$ cat config.mk
export PLATFORM = sky130hd
export DESIGN_NAME = enemy_green_run_animator_flat
export DESIGN_NICKNAME = d
export VERILOG_FILES = /design/src/rtl/enemy_green_run_animator_if.sv /design/src/rtl/enemy_green_run_animator.sv /design/src/flat_wrapper.sv
export SDC_FILE = /design/constraint.sdc
export NUM_CORES = 1
export LEC_CHECK = 0
export ABC_AREA = 1
export CAP_MARGIN = 20
export CORE_ASPECT_RATIO = 0.6
export CORE_MARGIN = 2
export CORE_UTILIZATION = 53
export CTS_CLUSTER_SIZE = 30
export DETAILED_ROUTE_END_ITERATION = 8
export GPL_ROUTABILITY_DRIVEN = 0
export PLACE_DENSITY = 0.81
export SLEW_MARGIN = 25
export SYNTH_ARGS = -nofsm -noshare
export SYNTH_HDL_FRONTEND = slang
export SYNTH_SLANG_ARGS = --single-unit
$ cat constraint.sdc
create_clock -name vga_clk -period 4 [get_ports vga_clk]
set_clock_uncertainty 0.1 [all_clocks]
set_input_delay 0.4 -clock vga_clk [delete_from_list [all_inputs] [get_ports vga_clk]]
set_output_delay 0.4 -clock vga_clk [all_outputs]
set_load 0.1 [all_outputs]
$ cat src/rtl/enemy_green_run_animator_if.sv
// ---------------------------------------------------------------------------
// enemy_green_run_animator_if
// Signal bundle between the video timing / game logic (master) and the green
// running-enemy animator (slave).
//   master drives : frame_tick, DrawX, DrawY, enable, hit
//   slave drives  : enemy_x, enemy_y, anim_frame, alive, sprite_on, rom_address
// ---------------------------------------------------------------------------
interface enemy_green_run_animator_if;
    logic        frame_tick;   // one-cycle pulse at start of vertical blank
    logic [9:0]  DrawX;        // current pixel column
    logic [9:0]  DrawY;        // current pixel row
    logic        enable;       // spawn request (IDLE only)
    logic        hit;          // kill request (RUN only)
    logic [9:0]  enemy_x;      // sprite left edge
    logic [9:0]  enemy_y;      // sprite top edge
    logic [2:0]  anim_frame;   // run-cycle frame index
    logic        alive;        // high while running
    logic        sprite_on;    // current pixel inside visible sprite box
    logic [12:0] rom_address;  // sprite-local ROM address

    modport master (
        output frame_tick, DrawX, DrawY, enable, hit,
        input  enemy_x, enemy_y, anim_frame, alive, sprite_on, rom_address
    );

    modport slave (
        input  frame_tick, DrawX, DrawY, enable, hit,
        output enemy_x, enemy_y, anim_frame, alive, sprite_on, rom_address
    );
endinterface

$ cat src/rtl/enemy_green_run_animator.sv
// ---------------------------------------------------------------------------
// enemy_green_run_animator
// Moves one green running enemy leftward once per video frame, steps its
// run-cycle frame, and for every pixel reports whether the beam is inside the
// visible sprite box together with the sprite-local ROM address.
// Ports:
//   vga_clk  - pixel clock (single clock domain)
//   reset_n  - asynchronous active-low reset
//   bus      - slave side of enemy_green_run_animator_if (see that file)
// ---------------------------------------------------------------------------
module enemy_green_run_animator #(
    parameter int unsigned SPRITE_W    = 40,
    parameter int unsigned SPRITE_H    = 66,
    parameter int unsigned NUM_FRAMES  = 5,
    parameter int unsigned FRAME_HOLD  = 6,
    parameter int unsigned SPEED       = 2,
    parameter int unsigned START_X     = 600,
    parameter int unsigned GROUND_Y    = 350,
    parameter int unsigned DYING_TICKS = 30
) (
    input  logic                         vga_clk,
    input  logic                         reset_n,
    enemy_green_run_animator_if.slave    bus
);

    localparam int unsigned HOLD_W = (FRAME_HOLD  > 1) ? $clog2(FRAME_HOLD)  : 1;
    localparam int unsigned DIE_W  = (DYING_TICKS > 1) ? $clog2(DYING_TICKS) : 1;

    localparam logic [9:0]        START_X_C   = 10'(START_X);
    localparam logic [9:0]        GROUND_Y_C  = 10'(GROUND_Y);
    localparam logic [9:0]        SPEED_C     = 10'(SPEED);
    localparam logic [2:0]        LAST_FRAME  = 3'(NUM_FRAMES - 1);
    localparam logic [HOLD_W-1:0] LAST_HOLD   = HOLD_W'(FRAME_HOLD - 1);
    localparam logic [DIE_W-1:0]  LAST_DIE    = DIE_W'(DYING_TICKS - 1);
    localparam logic [10:0]       SPRITE_W_11 = 11'(SPRITE_W);
    localparam logic [10:0]       SPRITE_H_11 = 11'(SPRITE_H);
    localparam logic [12:0]       SPRITE_W_13 = 13'(SPRITE_W);

    typedef enum logic [1:0] {
        ST_IDLE  = 2'd0,
        ST_RUN   = 2'd1,
        ST_DYING = 2'd2
    } state_t;

    state_t              state_q, state_d;
    logic [9:0]          x_q, x_d;
    logic [9:0]          y_q;
    logic [2:0]          frame_q, frame_d;
    logic [HOLD_W-1:0]   hold_q, hold_d;
    logic [DIE_W-1:0]    die_q, die_d;
    logic                alive_q;
    logic                on_q, on_d;
    logic [12:0]         addr_q, addr_d;

    // pixel-path intermediates
    logic [10:0]         dx_s, dy_s, ex_s, ey_s, lx_s, ly_s;
    logic                inside_s, visible_s;

    // Game-state FSM next-state logic; everything moves only on frame_tick.
    always_comb begin
        state_d = state_q;
        x_d     = x_q;
        frame_d = frame_q;
        hold_d  = hold_q;
        die_d   = die_q;
        if (bus.frame_tick) begin
            case (state_q)
                ST_IDLE: begin
                    if (bus.enable) begin
                        state_d = ST_RUN;
                        x_d     = START_X_C;
                        frame_d = 3'd0;
                        hold_d  = '0;
                    end else begin
                        state_d = ST_IDLE;
                    end
                end
                ST_RUN: begin
                    if (bus.hit) begin
                        // position and frame freeze for the death blink
                        state_d = ST_DYING;
                        die_d   = '0;
                    end else if (x_q < SPEED_C) begin
                        // walked off the left edge
                        state_d = ST_IDLE;
                        x_d     = START_X_C;
                        frame_d = 3'd0;
                        hold_d  = '0;
                    end else begin
                        x_d = x_q - SPEED_C;
                        if (hold_q == LAST_HOLD) begin
                            hold_d  = '0;
                            frame_d = (frame_q == LAST_FRAME) ? 3'd0 : frame_q + 3'd1;
                        end else begin
                            hold_d = hold_q + HOLD_W'(1);
                        end
                    end
                end
                ST_DYING: begin
                    if (die_q == LAST_DIE) begin
                        state_d = ST_IDLE;
                        x_d     = START_X_C;
                        frame_d = 3'd0;
                        hold_d  = '0;
                    end else begin
                        die_d = die_q + DIE_W'(1);
                    end
                end
                default: begin
                    state_d = ST_IDLE;
                    x_d     = START_X_C;
                    frame_d = 3'd0;
                    hold_d  = '0;
                    die_d   = '0;
                end
            endcase
        end else begin
            state_d = state_q;
        end
    end

    // Pixel hit test against the pre-update position; done in 11 bits so
    // enemy_x + SPRITE_W cannot wrap.
    always_comb begin
        dx_s      = {1'b0, bus.DrawX};
        dy_s      = {1'b0, bus.DrawY};
        ex_s      = {1'b0, x_q};
        ey_s      = {1'b0, y_q};
        lx_s      = dx_s - ex_s;
        ly_s      = dy_s - ey_s;
        inside_s  = (dx_s >= ex_s) && (dx_s < (ex_s + SPRITE_W_11)) &&
                    (dy_s >= ey_s) && (dy_s < (ey_s + SPRITE_H_11));
        // DYING blinks: shown on even die counts only
        visible_s = (state_q == ST_RUN) || ((state_q == ST_DYING) && !die_q[0]);
        on_d      = inside_s && visible_s;
        if (on_d) begin
            addr_d = (13'(ly_s) * SPRITE_W_13) + 13'(lx_s);
        end else begin
            addr_d = 13'd0;
        end
    end

    // State, position, animation and pixel-output registers.
    always_ff @(posedge vga_clk or negedge reset_n) begin
        if (!reset_n) begin
            state_q <= ST_IDLE;
            x_q     <= START_X_C;
            y_q     <= GROUND_Y_C;
            frame_q <= 3'd0;
            hold_q  <= '0;
            die_q   <= '0;
            alive_q <= 1'b0;
            on_q    <= 1'b0;
            addr_q  <= 13'd0;
        end else begin
            state_q <= state_d;
            x_q     <= x_d;
            y_q     <= GROUND_Y_C;
            frame_q <= frame_d;
            hold_q  <= hold_d;
            die_q   <= die_d;
            alive_q <= (state_d == ST_RUN);
            on_q    <= on_d;
            addr_q  <= addr_d;
        end
    end

    assign bus.enemy_x     = x_q;
    assign bus.enemy_y     = y_q;
    assign bus.anim_frame  = frame_q;
    assign bus.alive       = alive_q;
    assign bus.sprite_on   = on_q;
    assign bus.rom_address = addr_q;

endmodule

$ cat src/flat_wrapper.sv
// flat-port wrapper written by rule: the top's interface ports become plain ports
module enemy_green_run_animator_flat 
#(
    parameter int unsigned SPRITE_W    = 40,
    parameter int unsigned SPRITE_H    = 66,
    parameter int unsigned NUM_FRAMES  = 5,
    parameter int unsigned FRAME_HOLD  = 6,
    parameter int unsigned SPEED       = 2,
    parameter int unsigned START_X     = 600,
    parameter int unsigned GROUND_Y    = 350,
    parameter int unsigned DYING_TICKS = 30
)
  (vga_clk, reset_n, bus_frame_tick, bus_DrawX, bus_DrawY, bus_enable, bus_hit, bus_enemy_x, bus_enemy_y, bus_anim_frame, bus_alive, bus_sprite_on, bus_rom_address);
  enemy_green_run_animator_if bus_i ();
  input  logic vga_clk;
  input  logic reset_n;
  input wire logic [$bits(bus_i.frame_tick)-1:0] bus_frame_tick;
  input wire logic [$bits(bus_i.DrawX)-1:0] bus_DrawX;
  input wire logic [$bits(bus_i.DrawY)-1:0] bus_DrawY;
  input wire logic [$bits(bus_i.enable)-1:0] bus_enable;
  input wire logic [$bits(bus_i.hit)-1:0] bus_hit;
  output wire logic [$bits(bus_i.enemy_x)-1:0] bus_enemy_x;
  output wire logic [$bits(bus_i.enemy_y)-1:0] bus_enemy_y;
  output wire logic [$bits(bus_i.anim_frame)-1:0] bus_anim_frame;
  output wire logic [$bits(bus_i.alive)-1:0] bus_alive;
  output wire logic [$bits(bus_i.sprite_on)-1:0] bus_sprite_on;
  output wire logic [$bits(bus_i.rom_address)-1:0] bus_rom_address;
  assign bus_i.frame_tick = bus_frame_tick;
  assign bus_i.DrawX = bus_DrawX;
  assign bus_i.DrawY = bus_DrawY;
  assign bus_i.enable = bus_enable;
  assign bus_i.hit = bus_hit;
  assign bus_enemy_x = bus_i.enemy_x;
  assign bus_enemy_y = bus_i.enemy_y;
  assign bus_anim_frame = bus_i.anim_frame;
  assign bus_alive = bus_i.alive;
  assign bus_sprite_on = bus_i.sprite_on;
  assign bus_rom_address = bus_i.rom_address;
  enemy_green_run_animator #(.SPRITE_W(SPRITE_W), .SPRITE_H(SPRITE_H), .NUM_FRAMES(NUM_FRAMES), .FRAME_HOLD(FRAME_HOLD), .SPEED(SPEED), .START_X(START_X), .GROUND_Y(GROUND_Y), .DYING_TICKS(DYING_TICKS)) u_core (.vga_clk(vga_clk), .reset_n(reset_n), .bus(bus_i));
endmodule
==> metrics.md <==
| Metric | Value |
|---|---|
| Status | complete, no violations |
| Vias in the first global route | 2866 |
| Synthesized area | 3350 um2 |
| Min cycle time layout | roughly 3700 ps |
| RSZ-0062 raised after global routing | no |
| Worst slew margin | roughly 34% |
| CP max FO | 4 |
| Leak | 2.06 nW |
| Rows | 22 |
| Yosys warns | 0 |
| Initial drt markers | 310 |
| Final count of hold timing violations | 0 |
| Internal cell power | between 0.001 and 0.0015 W |
| Max Cap Violations | 0 |
| Register bit total from synthesis | 37 |
| Pre-antenna DRT Iters | 4 |
| Commonest cells post-synth | nand2_1 (88), inv_1 (65), nor2_1 (46) |
| Sw Ratio | 52.8% |
| Layout cell share with drive strength beyond 1 | about 6.4% |
| CP Capture Type | register |
| TNS Setup | 0 ps |
| Worst r2r dst | u_core.bus.rom_address[12]$_DFF_PN0_ |
| Peak supply drop | 0.289 mV |
| Initial antenna violation count | 0 |
| Overall die width | 107 um |
| Critical Path Sink | u_core.bus.rom_address[11]$_DFF_PN0_ |
| Primary FF master, synth | dfrtp_1 |
| I/O Pins | 63 |
| Die Area | 6990 um2 |
| Worst reg2reg setup slack | 640 ps |
| Max Fclk | about 0.27 GHz |
| Final Non-Filler Cells | around 600 |
| WL per Instance | 13.3 um |
| Distinct cells, synth | 42 |
| CTS Buf Count | 5 |
| Post-Syn Instances | ~460 |
| Area of the core | 6110 um2 |
| Fin. max-slew vios | 0 |
| Routed WL | ~8000 um |
| First-pass GRT wire length | 13400 um |
| Count leader, synth | nand2_1 |
| Clk slew on worst S/H paths | 80 ps |
| Area Overhead vs Synth | 19.6% |
| Post-synth EDFFs | 0 |
| Combinational share of power | 64.5% |
| Ys async rst share | 100% |
| Cells on worst reg2reg path | 18 |
| Footprint of the multi-input gates | 2080 um2 |
| Critical path startpoint category | primary input |
| Placed Instance Area | 3910 um2 |
| Grt ovf | 0 |
| Final-stage net count | between 500 and 600 |
| Drt drc | 0 |
| Root buffer cell | clkbuf_8 |
| Post-route cell area | 4000 um2 |
| Max Root-Sink Buffers | 2 |
| Clock Latency Late Sink | 290 ps |
| Setup Viol. Count Final | 0 |
| WS Path Type | in -> reg |
| Largest net degree at the start of global routing | 38 |
| Syn_area_per_cell | 7.35 um2 |
| Synth top area cells | dfrtp_1 (25%), ha_1 (16%), nand2_1 (9.9%), inv_1 (7.3%), nor2_1 (5.2%) |
| Post-Place Cells | 589 |
| Type of the worst min-delay path | in -> async |
| Req. time, crit path | 4080 ps |
| Vias per Instance | 5.29 |
| NetSw | 0.00116 W |
| Filler cells | roughly 540 |
| Total GRT Usage | roughly 24% |
| Starting density of the core | a little over half |
| Via count | 3159 |
| Data arrival, critical path | 3800 ps |
| TritonCTS clock tree | done |
| Post-synth top area share | 24.7% |
| Pwr Density | 550 nW/um2 |
| ANT cells | 0 |
| Least-Margin Pin Slew | 981 ps |
| Clock Sinks | 37 |
| Area leader, netlist | dfrtp_1 |
| Input/output buffers | 51 |
| DP HPWL | 6530 um |
| Htree depth | 2 |
| Reg2reg start | u_core.bus.enemy_x[4]$_DFFE_PN1P_ |
| Die Y-Extent | between 60 and 70 um |
| CP startpoint | bus_DrawY[1] |
| Sequential fraction of the synthesis area | between 20% and 30% |
| Sequential Power Share | 22.9% |
| Routed Antenna Nets | 0 |
| Clock power share | 12.5% |
| Final period utilization | around 93% |
| FF/Latch Area | 931 um2 |
==> cell families after synthesis <==
| logic type | count (synthesis) | synth area share (%) |
|---|---|---|
| compound gates | 71 | 12.0 |
| other cells | 2 | 0.224 |
| fa+ha+maj | 46 | 17.9 |
| simple gates | 193 | 25.5 |
| buf+inv | 85 | 11.0 |
| flops | 37 | 27.8 |
| xor+xnor | 21 | 5.50 |
==> cell usage in the layout (no fill, tap or decap), types with 3 or more instances in the layout <==
| cell type | netlist | routed |
|---|---|---|
| nand2_1 | 88 | 88 |
| inv_1 | 65 | 65 |
| clkdlybuf4s50_1 | 0 | 50 |
| nor2_1 | 46 | 46 |
| ha_1 | 43 | 43 |
| dfrtp_1 | 33 | 33 |
| nand3_1 | 30 | 30 |
| a21oi_1 | 28 | 28 |
| o21ai_0 | 20 | 19 |
| xor2_1 | 15 | 15 |
| conb_1 | 2 | 12 |
| inv_2 | 8 | 8 |
| xnor2_1 | 6 | 6 |
| nor3_1 | 6 | 6 |
| clkbuf_8 | 0 | 6 |
| nand4_1 | 5 | 5 |
| o21ai_1 | 4 | 5 |
| dfstp_2 | 4 | 4 |
| nor2_2 | 3 | 3 |
| o31ai_1 | 3 | 3 |
| o22ai_1 | 3 | 3 |
| fa_1 | 3 | 3 |
==> state kept, by name, indices dropped and copies added, names as in the netlist <==
| register | count |
|---|---|
| u_core.die_q | 5 |
| u_core.bus.enemy_x | 9 |
| u_core.bus.anim_frame | 3 |
| u_core.bus.sprite_on | 1 |
| u_core.bus.rom_address | 13 |
| u_core.bus.alive | 1 |
| u_core.state_q | 2 |
| u_core.hold_q | 3 |
==> per-stage QoR <==
step	hold slack (ps)	util, %	setup WS (ps)	power, W
6_report	92.0	65.5	282	0.00220
5_1_grt	145	65.5	105	0.00239
4_1_cts	117	65.5	235	0.00219
3_5_place_dp	423	63.9	-52.8	0.00190
3_3_place_gp	414	63.9	120	0.00185
2_1_floorplan	4.41	-	376	0.00159
==> worst min path at each step <==
stage	cells past startpoint	start	to	slack (ps)
detailed placement	2	u_core.bus.enemy_x[6]$_DFFE_PN1P_	u_core.bus.enemy_x[6]$_DFFE_PN1P_	420
floorplan	0	reset_n	u_core.bus.alive$_DFF_PN0_	4
CTS	1	reset_n	u_core.bus.anim_frame[2]$_DFFE_PN0P_	120
finish	1	reset_n	u_core.bus.anim_frame[0]$_DFFE_PN0P_	90
global placement	2	u_core.bus.enemy_x[6]$_DFFE_PN1P_	u_core.bus.enemy_x[6]$_DFFE_PN1P_	410
global route	1	reset_n	u_core.bus.rom_address[1]$_DFF_PN0_	150
==> power by group through the flow <==
stage / registers (W) / logic, W / clock network, W
finish: 0.000505 / 0.00142 / 0.000276
detailed placement: 0.000511 / 0.00139 / 0
CTS: 0.000505 / 0.00140 / 0.000279
global route: 0.000519 / 0.00157 / 0.000303
global placement: 0.000508 / 0.00134 / 0
floorplan: 0.000724 / 0.000868 / 0
==> layout make-up <==
cell class / count / share of cell area (%)
Clock buffer: 7 / 2.16
Sequential cell: 37 / 23.3
Inverter: 73 / 6.85
Tap cell: 84 / 2.63
Multi-Input combinational cell: 343 / 52.1
Clock inverter: 1 / 0.188
Timing Repair Buffer: 52 / 12.8
==> repair_timing <==
action	4_1_cts	5_1_grt
buffers inserted	0	0
hold buffers	0	0
endpoints found under the hold margin	0	0
endpoints found under the setup margin	0	1
resized for setup	0	1
==> worst max-delay path, cell delays in order <==
cell             delay, ps
clkdlybuf4s50_1        450
ha_1                   260
xor2_1                 170
ha_1                   290
ha_1                   180
inv_1                   70
fa_1                   410
o21ai_1                240
xnor2_1                140
inv_1                   60
ha_1                   330
inv_1                   80
nor4_1                 290
nand2_1                 90
o311ai_0               130
nand2_1                 90
nand2_1                 80
nor2_1                  50
==> metal layers <==
metal / track usage, % / share of wire, %
met4: 4.06 / 0.48
met5: 0 / 0
met1: 36.1 / 52
met2: 35.4 / 39
met3: 5.65 / 8.6
Power figures use the tool's default switching activity.
